**config.mk**
```make
export PLATFORM = sky130hd
export DESIGN_NAME = signed_divider
export DESIGN_NICKNAME = d
export VERILOG_FILES = /design/src/rtl/signed_divider.sv
export SDC_FILE = /design/constraint.sdc
export NUM_CORES = 1
export LEC_CHECK = 0
export BUFFER_PORTS_ARGS = -buffer_cell sky130_fd_sc_hd__buf_4
export CAP_MARGIN = 20
export CELL_PAD_IN_SITES_DETAIL_PLACEMENT = 1
export CELL_PAD_IN_SITES_GLOBAL_PLACEMENT = 2
export CORE_MARGIN = 5
export CORE_UTILIZATION = 34
export DETAILED_ROUTE_END_ITERATION = 8
export PLACE_DENSITY_LB_ADDON = 0.12
export SYNTH_ARGS = -nofsm -noshare
export SYNTH_HDL_FRONTEND = slang
export SYNTH_SLANG_ARGS = --single-unit
```
**constraint.sdc**
```tcl
create_clock -name clk -period 3.88 [get_ports clk]
set_input_delay 0.388 -clock clk [delete_from_list [all_inputs] [get_ports clk]]
set_output_delay 0.388 -clock clk [all_outputs]
set_load 0.01 [all_outputs]
```
**src/rtl/signed_divider.sv**
```systemverilog
// signed_divider: sequential signed restoring divider.
// Each operation takes the operand magnitudes through N subtract-and-shift
// steps, then applies the quotient and remainder signs in a final FIX cycle.
// The quotient is truncated toward zero and the remainder takes the
// dividend's sign. Divide-by-zero skips the iterations entirely.
module signed_divider #(
    parameter int N = 16
) (
    input  logic         clk,
    input  logic         rst,
    input  logic         start,
    input  logic [N-1:0] dividend,
    input  logic [N-1:0] divisor,
    output logic         busy,
    output logic         done,
    output logic [N-1:0] quotient,
    output logic [N-1:0] remainder,
    output logic         div_by_zero,
    output logic         overflow
);

    localparam int CW = $clog2(N) + 1;
    localparam logic [CW-1:0] LAST_ITER = CW'(N - 1);

    typedef enum logic [1:0] {
        IDLE = 2'd0,
        DIV  = 2'd1,
        FIX  = 2'd2
    } state_t;

    state_t state_reg, state_next;

    logic [CW-1:0] count_reg, count_next;
    // The partial remainder is one bit wider than the operands so that a
    // trial subtraction can go negative without losing information.
    logic [N:0]    part_reg, part_next;
    // Holds |dividend| at start; dividend bits shift out of the top while
    // quotient bits shift in at the bottom.
    logic [N-1:0]  qmag_reg, qmag_next;
    logic [N-1:0]  dsr_reg, dsr_next;
    logic          sign_q_reg, sign_q_next;
    logic          sign_r_reg, sign_r_next;
    logic          zero_reg, zero_next;
    logic          ovf_reg, ovf_next;

    logic          busy_reg, busy_next;
    logic          done_reg, done_next;
    logic [N-1:0]  quotient_reg, quotient_next;
    logic [N-1:0]  remainder_reg, remainder_next;
    logic          dbz_out_reg, dbz_out_next;
    logic          ovf_out_reg, ovf_out_next;

    // Operand magnitudes. Negating the most negative value wraps back to
    // 2^(N-1), which is exactly the magnitude when read as unsigned.
    logic [N-1:0]  dividend_mag;
    logic [N-1:0]  divisor_mag;
    logic          dividend_is_min;
    logic          divisor_is_neg_one;

    // Single restoring step: shift in the next dividend MSB and try to
    // subtract the divisor magnitude.
    logic [N:0]    shifted;
    logic [N:0]    trial;

    // Signed results as they would be produced from the current magnitudes.
    logic [N-1:0]  q_signed;
    logic [N-1:0]  r_signed;
    logic [N-1:0]  dvd_restored;

    // Operand preprocessing: magnitudes and special-case detection.
    always_comb begin
        dividend_mag       = dividend[N-1] ? -dividend : dividend;
        divisor_mag        = divisor[N-1]  ? -divisor  : divisor;
        dividend_is_min    = (dividend == {1'b1, {(N-1){1'b0}}});
        divisor_is_neg_one = (divisor == {N{1'b1}});
    end

    // Datapath for one iteration and for the final sign correction.
    always_comb begin
        shifted      = {part_reg[N-1:0], qmag_reg[N-1]};
        trial        = shifted - {1'b0, dsr_reg};
        q_signed     = sign_q_reg ? -qmag_reg : qmag_reg;
        r_signed     = sign_r_reg ? -part_reg[N-1:0] : part_reg[N-1:0];
        // On divide-by-zero the dividend magnitude is still untouched in qmag.
        dvd_restored = sign_r_reg ? -qmag_reg : qmag_reg;
    end

    // Next-state and next-register logic for the IDLE/DIV/FIX sequence.
    always_comb begin
        state_next     = state_reg;
        count_next     = count_reg;
        part_next      = part_reg;
        qmag_next      = qmag_reg;
        dsr_next       = dsr_reg;
        sign_q_next    = sign_q_reg;
        sign_r_next    = sign_r_reg;
        zero_next      = zero_reg;
        ovf_next       = ovf_reg;
        busy_next      = busy_reg;
        done_next      = 1'b0;
        quotient_next  = quotient_reg;
        remainder_next = remainder_reg;
        dbz_out_next   = dbz_out_reg;
        ovf_out_next   = ovf_out_reg;

        unique case (state_reg)
            IDLE: begin
                if (start) begin
                    sign_q_next = dividend[N-1] ^ divisor[N-1];
                    sign_r_next = dividend[N-1];
                    qmag_next   = dividend_mag;
                    dsr_next    = divisor_mag;
                    part_next   = '0;
                    count_next  = '0;
                    busy_next   = 1'b1;
                    zero_next   = (divisor == '0);
                    ovf_next    = dividend_is_min && divisor_is_neg_one;
                    state_next  = (divisor == '0) ? FIX : DIV;
                end
            end

            DIV: begin
                if (!trial[N]) begin
                    part_next = trial;
                    qmag_next = {qmag_reg[N-2:0], 1'b1};
                end else begin
                    part_next = shifted;
                    qmag_next = {qmag_reg[N-2:0], 1'b0};
                end
                count_next = count_reg + CW'(1);
                if (count_reg == LAST_ITER) begin
                    state_next = FIX;
                end
            end

            FIX: begin
                done_next  = 1'b1;
                busy_next  = 1'b0;
                state_next = IDLE;
                if (zero_reg) begin
                    quotient_next  = {N{1'b1}};
                    remainder_next = dvd_restored;
                    dbz_out_next   = 1'b1;
                    ovf_out_next   = 1'b0;
                end else begin
                    // The -2^(N-1)/-1 case wraps naturally to -2^(N-1).
                    quotient_next  = q_signed;
                    remainder_next = r_signed;
                    dbz_out_next   = 1'b0;
                    ovf_out_next   = ovf_reg;
                end
            end

            default: begin
                state_next = IDLE;
                busy_next  = 1'b0;
            end
        endcase
    end

    // State and datapath registers; reset aborts any operation in flight.
    always_ff @(posedge clk) begin
        if (rst) begin
            state_reg     <= IDLE;
            count_reg     <= '0;
            part_reg      <= '0;
            qmag_reg      <= '0;
            dsr_reg       <= '0;
            sign_q_reg    <= 1'b0;
            sign_r_reg    <= 1'b0;
            zero_reg      <= 1'b0;
            ovf_reg       <= 1'b0;
            busy_reg      <= 1'b0;
            done_reg      <= 1'b0;
            quotient_reg  <= '0;
            remainder_reg <= '0;
            dbz_out_reg   <= 1'b0;
            ovf_out_reg   <= 1'b0;
        end else begin
            state_reg     <= state_next;
            count_reg     <= count_next;
            part_reg      <= part_next;
            qmag_reg      <= qmag_next;
            dsr_reg       <= dsr_next;
            sign_q_reg    <= sign_q_next;
            sign_r_reg    <= sign_r_next;
            zero_reg      <= zero_next;
            ovf_reg       <= ovf_next;
            busy_reg      <= busy_next;
            done_reg      <= done_next;
            quotient_reg  <= quotient_next;
            remainder_reg <= remainder_next;
            dbz_out_reg   <= dbz_out_next;
            ovf_out_reg   <= ovf_out_next;
        end
    end

    // All outputs come straight from registers.
    always_comb begin
        busy        = busy_reg;
        done        = done_reg;
        quotient    = quotient_reg;
        remainder   = remainder_reg;
        div_by_zero = dbz_out_reg;
        overflow    = ovf_out_reg;
    end

endmodule

```
# After elaboration in Yosys (flattened, before gate mapping)
# Cells that the tools add are included.
[op_classes]
n_addsub = 6
n_eq_ne = 7
n_mux = 24
n_bitwise = 2
reduce_logical = 8
[op_table]
columns = ["cell", "count"]
rows = [
  ["16-bit two-way mux", 10],
  ["16-bit negation", 4],
  ["16-bit case mux with 2 select lines", 2],
  ["16-bit == test, second input constant", 2],
  ["17-bit by 16-bit subtractor with 17-bit output", 1],
  ["16-bit zero test", 1],
  ["5-bit case mux with 2 select lines", 1],
  ["2-bit AND reduction", 4],
  ["2-bit two-way mux", 3],
  ["5-bit by 1-bit adder with 5-bit output, second input constant", 1],
  ["5-bit by 4-bit == test with 1-bit output, second input constant", 1],
  ["1-bit two-way mux", 5],
  ["5-bit two-way mux", 1],
  ["2-bit != test, second input constant", 2],
  ["2-bit case mux with 2 select lines", 1],
  ["2-bit by 1-bit == test with 1-bit output, second input constant", 1],
  ["2-bit == test, second input constant", 1],
  ["2-bit zero test", 1],
  ["1-bit case mux with 2 select lines", 1],
  ["2-bit nonzero test", 1],
  ["1-bit logical AND", 1],
  ["1-bit inverter", 1],
  ["1-bit bitwise XOR", 1],
]
[totals]
ff_bits = 95
in_bits = 35
output_inout_bits = 36
wordCells = 62

# Longest topological paths before layout
[logic_depth]
depth_word = 4
depth_mapped = 11

# Worst setup path after synthesis
# OpenSTA, ideal clock, no wires.
[synth_timing]
path_kind = "reg-to-reg"
startpoint = "register qmag_reg[15]"
endpoint = "register part_reg[13]"
setup_ns = 0.127
arrival_ns = 2.627
setup_slack_ns = 1.125
stages_incl_launch_ff = 12
path_buffers = 1
period_less_slack_ns = 2.755
cell_sequence = "dfxtp_1 > inv_1 > ha_1 > fa_1 > nand2b_1 > a21oi_1 > nor2_1 > o31a_1 > o311ai_1 > buf_2 > nor4b_1 > o21ai_0"
[synth_via]
elab_chain_cells = 3
[synth_rtl]
columns = ["item", "line_no", "source"]
rows = [
  ["start: declaration", "39", "logic [N-1:0] qmag_reg, qmag_next;"],
  ["start signal: assignment", "183", "qmag_reg <= qmag_next;"],
  ["17-bit by 16-bit subtractor with 17-bit output", "81", "trial = shifted - {1'b0, dsr_reg};"],
  ["16-bit two-way mux", "123", "if (!trial[N]) begin"],
  ["16-bit case mux with 2 select lines", "106", "unique case (state_reg)"],
  ["end signal: assignment", "182", "part_reg <= part_next;"],
  ["end: declaration", "36", "logic [N:0] part_reg, part_next;"],
]
# Every way passes these cells.
# A chain may end at the register's enable or synchronous reset.

# Worst setup path in the final report
# Same ends and word-level chain as after synthesis.

==> results.md <==
* Crit-path max FO at 20
* Critical Path Start Type: flop
* RSZ-0062 raised after global routing: false
* Post-route core utilization at 40.42%
* Post-CTS sizing at 0
* Largest net degree at the start of global routing at 83
* Design Area, Final at 6992 um^2
* Fin nets at 873
* Yosys warns at 0
* Crit Path Category: reg -> reg
* Max Clock Freq at 318.7 MHz
* Die area at around 20000 um^2
* Final GP Congestion at between 0.7 and 0.8
* Root buf cell: clkbuf_16
* Final setup fails at 0
* Worst skew pair latency at about 350 ps
* Leak at 2.660 nW
* Maximum VDD drop at 240.4 uV
* TritonCTS clock tree: yes
* Vias at roughly 5700
* Core Area at 17300 um^2
* Pre-CTS WS at 732.7 ps
* Most frequent cells after synthesis: dfxtp_1 (95), nor2_1 (81), nand2_1 (79)
* Distinct cells, synth at 58
* Combinational share of power at 31.4%
* CP endpoint kind: flop
* Min-Delay Path Class: in -> reg
* Total Neg Setup Slack at 0 ps
* Vias per cell at 5.420
* Synth-to-layout area growth at 16.32%
* Synthesized net count at between 800 and 900
* Starting DRT DRC Count at between 300 and 400
* Clk pwr share at 31.7%
* Total power at 3.077 mW
* EDFF count, synth at 0
* Mapped Cells at 783
* Fin worst setup slack at 742.4 ps
* Clk buf depth at 2
* Avg Synthesized Cell Area at 7.677 um^2
* Chip width at 143.0 um
* Layout cell share with drive strength beyond 1 at 12.82%
* Tightest Pin Transition at between 900 and 1000 ps
* Drt total wl at 18860 um
* Io pins at 71
* Most common cell in the synthesized netlist: dfxtp_1
* Skew final at 10.82 ps
* PwrDens at 440.1 nW/um^2
* Register share of total power at 36.9%
* First-pass GRT wire length at between 30000 and 40000 um
* Htree depth at 3
* Switching Power at approximately 1.0 mW
* Synth top area cells: dfxtp_1 (32%), xnor2_1 (5.1%), nor2_1 (5.1%)
* Status: finished clean
* Internal at 2.033 mW
* Placed cell area at 6660 um^2
* Fin. Hold Viols at 0
* Post-CTS setup buffers at 0
* Max Cap Viol at 0
* Mapped Area at 6011 um^2
* First-pass DRT Iterations at 4
* Post-synth top area share at 31.64%
* # DRC at 0
* Period utilisation layout at 80.87%
* Biggest cell delay along the critical path at 390 ps
* CTS sink count at 95
* CP Cell Sequence: inv_1 -> ha_1 -> fa_1 -> nand2b_1 -> a21oi_1 -> nor2_1 -> o31a_1 -> o311ai_2 -> buf_4 -> nor4b_1 -> o21ai_0
* Antenna diodes at 0
* CTS Buf Count at 9
* Post-synth top area cell: dfxtp_1
* Dpl hpwl at 14510 um
* Sw frac at 33.93%
* Number of antenna violations at the first check in global routing at 0
* Number of hold buffers added after CTS at 0
* Final min period at 3138 ps
* Worst Path Required at a little over 4000 ps
* Port bufs at 70
* Crit-path slowest cell: fa_1
* Die Y at 143.0 um
* GRT Util Overall at 18.93%
* Starting Density at 34.75%
* Clock transition at the registers of the reported paths at roughly 60 ps
* Rows at 48
* Final max-slew violation count at 0
* CP arrival at roughly 3400 ps
* Rel. slew slack at 37.32%
* FF+latch count, synth at 95
* Fillers at ~2100
* Post-synthesis sequential area ratio at 31.64%
* Asr flop ratio synth at 0%
* Mean routed wirelength per cell at 18.06 um
* GRT overflow at 0
* Post-route ant nets at 0
* Top_reg_cell synth: dfxtp_1
* Vias in the first global route at approximately 5800
[layer usage]
metal  up-vias  GRT usage, %  routed length, um
met2        73         30.61               8752
li1       2846             -                  -
met4         0         3.502                141
met5         -             0                  0
met3         8         3.048                638
met1      2732         26.89               9325
[worst max-delay path: cells and delay by family, from the launching register on]
family / cells / cell delay (ps)
DFF: 1 / 370
and+or+nand+nor: 3 / 570
buffers and inverters: 2 / 430
adders and majority gates: 2 / 620
AOI/OAI and AO/OA: 4 / 1030
[placed cells by master, fill, tap and decap left out, types with 3 or more instances in the layout]
master / netlist / final
o41ai_1: 3 / 3
buf_4: 0 / 78
or3_1: 7 / 7
o22ai_1: 13 / 13
nand2b_1: 11 / 11
nand2_1: 79 / 79
a21oi_1: 60 / 60
xor2_1: 31 / 31
nor3_1: 22 / 22
or4_1: 7 / 7
nor2b_1: 9 / 7
o211ai_1: 7 / 7
a211oi_1: 26 / 26
a221oi_1: 14 / 14
xnor2_1: 35 / 35
clkbuf_16: 0 / 9
mux2i_1: 17 / 17
nor4_1: 6 / 6
dfxtp_1: 95 / 95
o21a_1: 3 / 3
nor2_1: 81 / 81
and3_1: 3 / 3
ha_1: 23 / 23
o21ai_0: 48 / 48
o31ai_1: 17 / 17
nand3_1: 16 / 16
nand3b_1: 6 / 6
inv_1: 39 / 39
nand4_1: 10 / 10
[power groups by stage]
stage                     clock network [mW]  logic [mW]  registers [mW]
after floorplan                            0       0.765            1.09
after global placement                     0       0.951            1.15
after detailed placement                   0       0.975            1.16
after CTS                               1.01       0.979            1.13
after global routing                    1.04        1.09            1.15
final                                  0.975       0.967            1.13
[final timing paths]
| check | from | to | slack [ps] | depth (start not counted) |
|---|---|---|---|---|
| worst max-delay path | qmag_reg[15] | part_reg[13] | 740 | 11 |
| worst min-delay path | divisor[0] | dsr_reg[0] | 330 | 3 |
| worst max register to register | qmag_reg[15] | part_reg[13] | 740 | 11 |
| worst min register to register | remainder[13] | remainder[13] | 460 | 2 |
[cells by family (layout without fill, tap and decap cells)]
family	after synthesis	in the layout	synth area share [%]
flops	95	95	31.64
compound gates	213	213	22.86
xor+xnor	66	66	9.617
mux	19	19	3.393
buf+inv	97	133	6.141
fa+ha+maj	24	24	5.121
simple gates	269	269	21.23
[final cells by class]
type / instances / area (um^2) / share of cell area [%]
Inverter: 39 / 146.4 / 2.094
Timing Repair Buffer: 78 / 585.6 / 8.375
Multi-Input combinational cell: 591 / 3752 / 53.67
Sequential cell: 95 / 1902 / 27.20
Clock inverter: 5 / 81.33 / 1.163
Tap cell: 225 / 281.5 / 4.026
Clock buffer: 11 / 242.7 / 3.472
[metrics by stage]
stage | cells | hold slack, ps
CTS | 1043 | 310.3
floorplan | 783 | 431.9
global route | 1044 | 332.3
finish | 1044 | 326.1
detailed placement | 1027 | 451.9
global placement | 1027 | 440.4
Note: power is estimated with default switching activity, not from simulation.
